## config.mk

```make
export PLATFORM = sky130hd
export DESIGN_NAME = datamem_arbiter
export DESIGN_NICKNAME = d
export VERILOG_FILES = /design/src/rtl/datamem_arb_pkg.sv /design/src/rtl/datamem_arb_rr.sv /design/src/rtl/datamem_arbiter.sv
export SDC_FILE = /design/constraint.sdc
export NUM_CORES = 1
export LEC_CHECK = 0
export BUFFER_PORTS_ARGS = -buffer_cell sky130_fd_sc_hd__clkbuf_2
export CAP_MARGIN = 20
export CORE_ASPECT_RATIO = 0.6
export CORE_MARGIN = 8
export CORE_UTILIZATION = 38
export DETAILED_ROUTE_END_ITERATION = 8
export GPL_TIMING_DRIVEN = 0
export PLACE_DENSITY = 0.84
export SLEW_MARGIN = 15
export SYNTH_ARGS = -nofsm -noshare
export SYNTH_HDL_FRONTEND = slang
export SYNTH_SLANG_ARGS = --single-unit
```

## constraint.sdc

```tcl
create_clock -name ARB_Clk -period 1.7 [get_ports ARB_Clk]
set_input_delay 0.17 -clock ARB_Clk [delete_from_list [all_inputs] [get_ports ARB_Clk]]
set_output_delay 0.17 -clock ARB_Clk [all_outputs]
set_load 0.005 [all_outputs]
```

## src/rtl/datamem_arb_pkg.sv

```systemverilog
// datamem_arb_pkg: shared types, byte-enable encodings and the access legality rule
package datamem_arb_pkg;
  typedef enum logic {IDLE, RD_RESP} state_t;
  typedef enum logic {OWN_A, OWN_B} owner_t;
  localparam logic [3:0] BE_BYTE = 4'b0001;
  localparam logic [3:0] BE_HALF = 4'b0011;
  localparam logic [3:0] BE_WORD = 4'b1111;
  function automatic logic is_legal(input logic [3:0] byteenable, input logic [1:0] addr);
    return (byteenable == BE_BYTE) ||
           (byteenable == BE_HALF && !addr[0]) ||
           (byteenable == BE_WORD && addr == 2'b00);
  endfunction
endpackage

```

## src/rtl/datamem_arb_rr.sv

```systemverilog
// datamem_arb_rr: 2-way round-robin picker holding the last-grant pointer
module datamem_arb_rr (
  input  logic       clk,
  input  logic       rst,
  input  logic       advance,
  input  logic [1:0] req,
  output logic [1:0] grant
);
  logic last_b;
  always_comb grant = req[0] && (!req[1] || last_b) ? 2'b01 : req[1] ? 2'b10 : 2'b00;
  // reset as if B had the last grant, so A takes the first tie
  always_ff @(posedge clk)
    if (rst) last_b <= 1'b1;
    else if (advance && |grant) last_b <= grant[1];
endmodule

```

## src/rtl/datamem_arbiter.sv

```systemverilog
// datamem_arbiter: two-port round-robin arbiter and load/store sequencer for the data memory
module datamem_arbiter
  import datamem_arb_pkg::*;
#(
  parameter int ADDR_BITWIDTH = 10
) (
  input  logic                     ARB_Clk,
  input  logic                     ARB_Reset,
  input  logic                     ARB_A_Req,
  input  logic                     ARB_A_We,
  input  logic [3:0]               ARB_A_Byteenable,
  input  logic [ADDR_BITWIDTH-1:0] ARB_A_Address,
  input  logic [31:0]              ARB_A_Wdata,
  input  logic                     ARB_B_Req,
  input  logic                     ARB_B_We,
  input  logic [3:0]               ARB_B_Byteenable,
  input  logic [ADDR_BITWIDTH-1:0] ARB_B_Address,
  input  logic [31:0]              ARB_B_Wdata,
  output logic                     ARB_A_Gnt,
  output logic                     ARB_B_Gnt,
  output logic                     ARB_A_Rvalid,
  output logic                     ARB_B_Rvalid,
  output logic [31:0]              ARB_A_Rdata,
  output logic [31:0]              ARB_B_Rdata,
  output logic                     ARB_A_Err,
  output logic                     ARB_B_Err,
  output logic                     ARB_MEM_We,
  output logic                     ARB_MEM_Re,
  output logic [3:0]               ARB_MEM_Byteenable,
  output logic [ADDR_BITWIDTH-1:0] ARB_MEM_Address,
  output logic [31:0]              ARB_MEM_Data_In,
  input  logic [31:0]              ARB_MEM_Data_Out
);
  state_t                   state;
  owner_t                   owner;
  logic [ADDR_BITWIDTH-1:0] lat_addr, g_addr;
  logic [3:0]               lat_be, g_be;
  logic [31:0]              g_wdata;
  logic [1:0]               pick, gnt;
  logic                     g_we, legal, go, load_go, store_go, resp;
  datamem_arb_rr u_rr (
    .clk    (ARB_Clk),
    .rst    (ARB_Reset),
    .advance(state == IDLE),
    .req    ({ARB_B_Req, ARB_A_Req}),
    .grant  (pick)
  );
  always_comb begin
    resp     = state == RD_RESP;
    gnt      = resp ? 2'b00 : pick;
    g_we     = gnt[1] ? ARB_B_We : ARB_A_We;
    g_be     = gnt[1] ? ARB_B_Byteenable : ARB_A_Byteenable;
    g_addr   = gnt[1] ? ARB_B_Address : ARB_A_Address;
    g_wdata  = gnt[1] ? ARB_B_Wdata : ARB_A_Wdata;
    legal    = is_legal(g_be, g_addr[1:0]);
    go       = |gnt && legal;
    load_go  = go && !g_we;
    store_go = go && g_we;
    // the read mux after the registered read needs address/BE held through RD_RESP
    ARB_MEM_We         = store_go;
    ARB_MEM_Re         = load_go || resp;
    ARB_MEM_Byteenable = resp ? lat_be : go ? g_be : 4'b0000;
    ARB_MEM_Address    = resp ? lat_addr : go ? g_addr : '0;
    ARB_MEM_Data_In    = store_go ? g_wdata : 32'd0;
  end
  assign ARB_A_Gnt = gnt[0];
  assign ARB_B_Gnt = gnt[1];
  always_ff @(posedge ARB_Clk)
    if (ARB_Reset) begin
      state        <= IDLE;
      owner        <= OWN_A;
      lat_addr     <= '0;
      lat_be       <= 4'b0000;
      ARB_A_Rvalid <= 1'b0;
      ARB_B_Rvalid <= 1'b0;
      ARB_A_Rdata  <= 32'd0;
      ARB_B_Rdata  <= 32'd0;
      ARB_A_Err    <= 1'b0;
      ARB_B_Err    <= 1'b0;
    end else begin
      state <= load_go ? RD_RESP : IDLE;
      if (load_go) begin
        lat_addr <= g_addr;
        lat_be   <= g_be;
        owner    <= gnt[1] ? OWN_B : OWN_A;
      end
      ARB_A_Rvalid <= resp && owner == OWN_A;
      ARB_B_Rvalid <= resp && owner == OWN_B;
      if (resp && owner == OWN_A) ARB_A_Rdata <= ARB_MEM_Data_Out;
      if (resp && owner == OWN_B) ARB_B_Rdata <= ARB_MEM_Data_Out;
      ARB_A_Err <= gnt[0] && !legal;
      ARB_B_Err <= gnt[1] && !legal;
    end
endmodule
```

After elaboration in Yosys (flattened, before gate mapping)
Cells that the tools add are included.
{"block": "word_totals", "regBits": 85, "input_bits": 130, "wordCells": 52}
{"block": "classes", "eq_ne": 3, "muxes": 14, "bitwise": 2, "reduce_logical": 22}
{"cell": "2-to-1 mux 32 bit", "count": 2}
{"cell": "2-to-1 mux 10 bit", "count": 3}
{"cell": "2-to-1 mux 4 bit", "count": 3}
{"cell": "logical AND 1 bit", "count": 11}
{"cell": "2-to-1 mux 2 bit", "count": 3}
{"cell": "equality test 4 x 1 -> 1 bit, second input constant", "count": 1}
{"cell": "equality test 4 x 2 -> 1 bit, second input constant", "count": 1}
{"cell": "equality test 4 bit, second input constant", "count": 1}
{"cell": "zero test 1 bit", "count": 4}
{"cell": "logical OR 1 bit", "count": 4}
{"cell": "OR reduction 2 bit", "count": 2}
{"cell": "2-to-1 mux 1 bit", "count": 3}
{"cell": "zero test 2 bit", "count": 1}
{"cell": "inverter 1 bit", "count": 2}

Logic depth before layout (Yosys ltp)
{"block": "logic_depth", "word_depth": 13, "depth_mapped": 7, "ltp_nobuf": 6}

Hierarchy
From an unflattened synthesis, not the netlist that was laid out.
{"block": "unflattened", "hier_cells": 540, "hier_area_um2": 3854.9}
{"mod": "datamem_arbiter", "instances": 1, "cells_each": 533, "area_each_um2": 3793.6, "seq_area_each_um2": 1681.6}
{"mod": "datamem_arb_rr", "instances": 1, "cells_each": 7, "area_each_um2": 61.3, "seq_area_each_um2": 20.0}

Least setup slack after synthesis
OpenSTA, ideal clock, no wires.
{"block": "synth_path", "path_kind": "register to output", "startpoint": "register state (netlist: resp)", "endpoint": "output port ARB_MEM_Data_In[0]", "t_arrival_ps": 1498, "required_time_ps": 1530, "slack_ps": 32, "stages_incl_launch_ff": 8, "path_cell_list": "dfxtp_1 -> nand2b_4 -> a21o_4 -> inv_2 -> and4bb_2 -> o21ai_1 -> buf_2 -> a21oi_1"}
{"block": "synth_between", "elab_chain_len": 9}
{"element": "start: declaration", "line": "datamem_arbiter.sv:34", "source": "state_t state;"}
{"element": "start signal: assignment", "line": "datamem_arbiter.sv:81", "source": "state <= load_go ? RD_RESP : IDLE;"}
{"element": "2-to-1 mux 2 bit (*)", "line": "datamem_arbiter.sv:50", "source": "gnt = resp ? 2'b00 : pick;"}
{"element": "2-to-1 mux 4 bit / 2-to-1 mux 10 bit (equally long branches)", "line": "datamem_arbiter.sv:52, datamem_arbiter.sv:53"}
{"element": "equality test 4 x 2 -> 1 bit / zero test 1 bit (equally long branches)", "line": "datamem_arb_pkg.sv:10", "source": "(byteenable == BE_HALF && !addr[0]) ||"}
{"element": "logical AND 1 bit", "line": "datamem_arb_pkg.sv:10"}
{"element": "logical OR 1 bit", "line": "datamem_arb_pkg.sv:9", "source": "return (byteenable == BE_BYTE) ||"}
{"element": "logical OR 1 bit", "line": "datamem_arb_pkg.sv:10"}
{"element": "logical AND 1 bit", "line": "datamem_arbiter.sv:56", "source": "go = |gnt && legal;"}
{"element": "logical AND 1 bit", "line": "datamem_arbiter.sv:58", "source": "store_go = go && g_we;"}
{"element": "2-to-1 mux 32 bit (*)", "line": "datamem_arbiter.sv:64", "source": "ARB_MEM_Data_In = store_go ? g_wdata : 32'd0;"}
{"element": "end: declaration", "line": "datamem_arbiter.sv:31", "source": "output logic [31:0] ARB_MEM_Data_In,"}
Mark *: on every way between the ends. The rest lies on a longest branch, timed or not.

Worst setup path in the final report
{"block": "layout_path", "startpoint": "register state (netlist: resp)", "endpoint": "output port ARB_MEM_Data_In[16]"}
The elaborated chain is that of the path after synthesis.

==> metrics.yaml <==
min_path_type: "input pin to flip-flop"
internal_power_mw: 3.541
rsz0062_at_grt: "yes"
dp_cells: 906
met1_usage_pct: 25.91
die_x_um: 145.6
syn_avg_cell_area_sq_um: 7.297
setup_slack_ns: -0.4545
synth.most_common_cell: "nand2_1"
cts_root_buffer: "clkbuf_16"
switchingPower_mw: 1.172
diodes: 0
fmax_ghz: 0.4641
cts.clk_slew.worst_paths_ns: 0.07
worst_setup_path_end_kind: "output port"
cts_buffer_depth: 2
clk_latency_ns: 0.33
powerDensity_nw_per_um2: 774.2
drc: 0
wl_um: 15680
grt_pass1_wl_um: 23680
maxCapViolCount: 0
antenna_found_initial: 0
path_max_fanout: 8
core_sq_um: 9844
grt_use_met2_pct: 34.87
p_sw_share_pct: 24.87
clkSinkCount: 85
n_fill_cell: 916
status: "finished, violations left"
layout.nets: 927
boundaryPins: 248
cts_buffers: 9
fin_crit_sh_pct: 126.7
hold_viol: 0
worstPathArrival_ns: 1.98
crit_slowest_cell: "dfxtp_2"
h-tree-depth: 3
grt_max_degree: 16
synth_edf_count: 0
ir_drop_v: 0.0005261
start_util_pct: 38.92
synth_warnings: 0
routedWlPerCell_um: 16.73
busiest_layer: "met2"
grt_pass1_vias: 4569
synth_top_area_share_pct: 44.42
place.gp.congestion: 0.8967
final_core_util_pct: 61.85
violations: "setup timing"
setup_viol: 62
grtUsageTotal_pct: 21.24
first_pass_iters: 5
grt-ovfl-total: 0
max-slew-margin-rel_pct: 52.33
pwr-share-seq_pct: 43.1
crit_buf_inv: 4
ys_types: 31
power.static_leakage_nw: 2.809
vias: 4642
path_class: "flip-flop to output port"
start_kind: "flip-flop"
power.share.clock_pct: 43.1
crit_path_max_incr_delay_ns: 0.33
die_y_um: 93.78
synth_area_sq_um: 3831
final.setup.tns_ns: -20.43
dp_hpwl_um: 11790
met3_usage_pct: 8.033
period_needed_ns: 2.154
portBuffers: 246
synth_area_leader_cell: "dfxtp_1"
fin_cells: 937
yosysSeqAreaShare_pct: 44.42
tightest_slew_ns: 0.7151
skew_ns: 0.008932
yosys_most_used_dff: "dfxtp_1"
synth_common_cells: "nand2_1 (206), a21oi_1 (95), dfxtp_1 (85), clkbuf_1 (33), nor3_1 (16)"
worstPathRequired_ns: 1.53
ys_ff_latch: 85
drtIter0Drc: 226
drive_above_1_share_pct: 47.38
synth_cells: 525
synth_area_leaders: "dfxtp_1 (44%), nand2_1 (20%), a21oi_1 (12%)"
dieArea_sq_um: 13660
routed_via_density: 4.954
pwr-share-comb_pct: 13.7
num_rows: 28
slew_violations: 0
antenna_left: 0
synth-async-reset-ratio_pct: 0
syn_nets: 655
cts_tree: "yes"
pre_cts_ws_ns: -0.4016
critical_path.cell_chain: "nand2b_4 > a21o_4 > inv_6 > and4bb_2 > o21ai_4 > buf_12 > buf_6 > a21oi_4 > buf_2"
cp_top_family: "buffers and inverters"
area_growth_pct: 58.92
[power by group through the flow]
stage / combinational [mW] / sequential, mW / clock (mW)
2_1_floorplan: 0.236 / 2.07 / 0
3_5_place_dp: 0.514 / 2.07 / 0
6_report: 0.648 / 2.03 / 2.03
5_1_grt: 0.694 / 2.03 / 2.17
3_3_place_gp: 0.509 / 2.07 / 0
4_1_cts: 0.586 / 2.03 / 2.07
[worst paths after layout]
kind                                          start  depth (start not counted)  slack (ns)             endpoint
worst max-delay path                           resp                          9       -0.45  ARB_MEM_Data_In[16]
worst min-delay path            ARB_MEM_Data_Out[5]                          3        0.08       ARB_B_Rdata[5]
worst max register to register                 resp                          9       -0.20          lat_addr[4]
worst min register to register       ARB_A_Rdata[4]                          2        0.45       ARB_A_Rdata[4]
[state kept, by name, summed over array words and instances, names as in the netlist]
signal,flops
resp,1
ARB_B_Rvalid,1
lat_addr,10
ARB_A_Rvalid,1
owner,1
ARB_A_Err,1
ARB_A_Rdata,32
ARB_B_Err,1
lat_be,4
u_rr.last_b,1
ARB_B_Rdata,32
[logic make-up after synthesis]
logic type | count (synthesis) | synth area share (%)
flip-flops | 85 | 44.42
AO/OA/AOI/OAI | 130 | 18.94
AND/OR/NAND/NOR | 249 | 27.63
buffers and inverters | 46 | 5.095
multiplexers | 15 | 3.919
[metrics by stage]
step / hold slack, ns / power, mW / cell area [sq um]
after global routing: 0.06550 / 4.900 / 6088
after floorplan: 0.3060 / 2.310 / 3831
final: 0.07556 / 4.713 / 6088
after detailed placement: 0.4149 / 2.589 / 5231
after CTS: 0.06365 / 4.687 / 5856
after global placement: 0.4104 / 2.583 / 5231
[layout by cell type (no fill, tap or decap), types with 2 or more instances in the layout]
| cell | synthesis | routed |
|---|---|---|
| inv_1 | 3 | 3 |
| clkbuf_2 | 0 | 249 |
| o21ai_4 | 0 | 2 |
| a21oi_1 | 95 | 68 |
| a211oi_2 | 0 | 13 |
| a211oi_1 | 15 | 2 |
| nand2_1 | 206 | 205 |
| nor3_1 | 16 | 16 |
| clkbuf_4 | 0 | 3 |
| nor4b_4 | 2 | 2 |
| clkbuf_8 | 0 | 2 |
| nor3b_2 | 0 | 2 |
| o21ai_2 | 0 | 5 |
| o21ai_1 | 3 | 3 |
| mux2i_1 | 15 | 9 |
| dfxtp_1 | 85 | 83 |
| buf_8 | 0 | 4 |
| buf_2 | 6 | 13 |
| nor2_1 | 8 | 8 |
| dfxtp_2 | 0 | 2 |
| a41oi_2 | 2 | 2 |
| o21ai_0 | 13 | 6 |
| clkbuf_1 | 33 | 10 |
| buf_4 | 2 | 13 |
| clkinv_4 | 0 | 2 |
| a21oi_4 | 0 | 2 |
| or2_2 | 2 | 2 |
| a21oi_2 | 0 | 25 |
| mux2i_2 | 0 | 6 |
| clkbuf_16 | 0 | 10 |
| buf_6 | 1 | 9 |
| nor2b_1 | 4 | 3 |
[worst min-delay path: stages]
cell	delay (ns)
clkbuf_2	0.09
nand2_1	0.05
a21oi_1	0.05
[routing by layer]
metal	share of wire, %	vias to the layer above
met5	0	-
met4	1.5	0
met3	8.7	21
met2	46	187
met1	43	2153
li1	-	2281
[final cells by class]
cell class,instances,area [sq um],area share (%)
multi-input cells,394,2201,36.15
flip-flops and latches,85,1704,27.99
repair buffers,263,1408,23.12
plain buffers,40,267.8,4.398
clock buffers,11,252.7,4.151
well taps,135,168.9,2.774
clock inverters,5,66.31,1.089
inverters,4,20.02,0.3288
[timing repair]
action	4_1_cts	5_1_grt
gates cloned	3	1
endpoints found under the setup margin	123	127
hold buffers	0	0
setup buffers	7	10
resized for setup	81	71
pin swaps	6	18
Power figures use the tool's default switching activity.
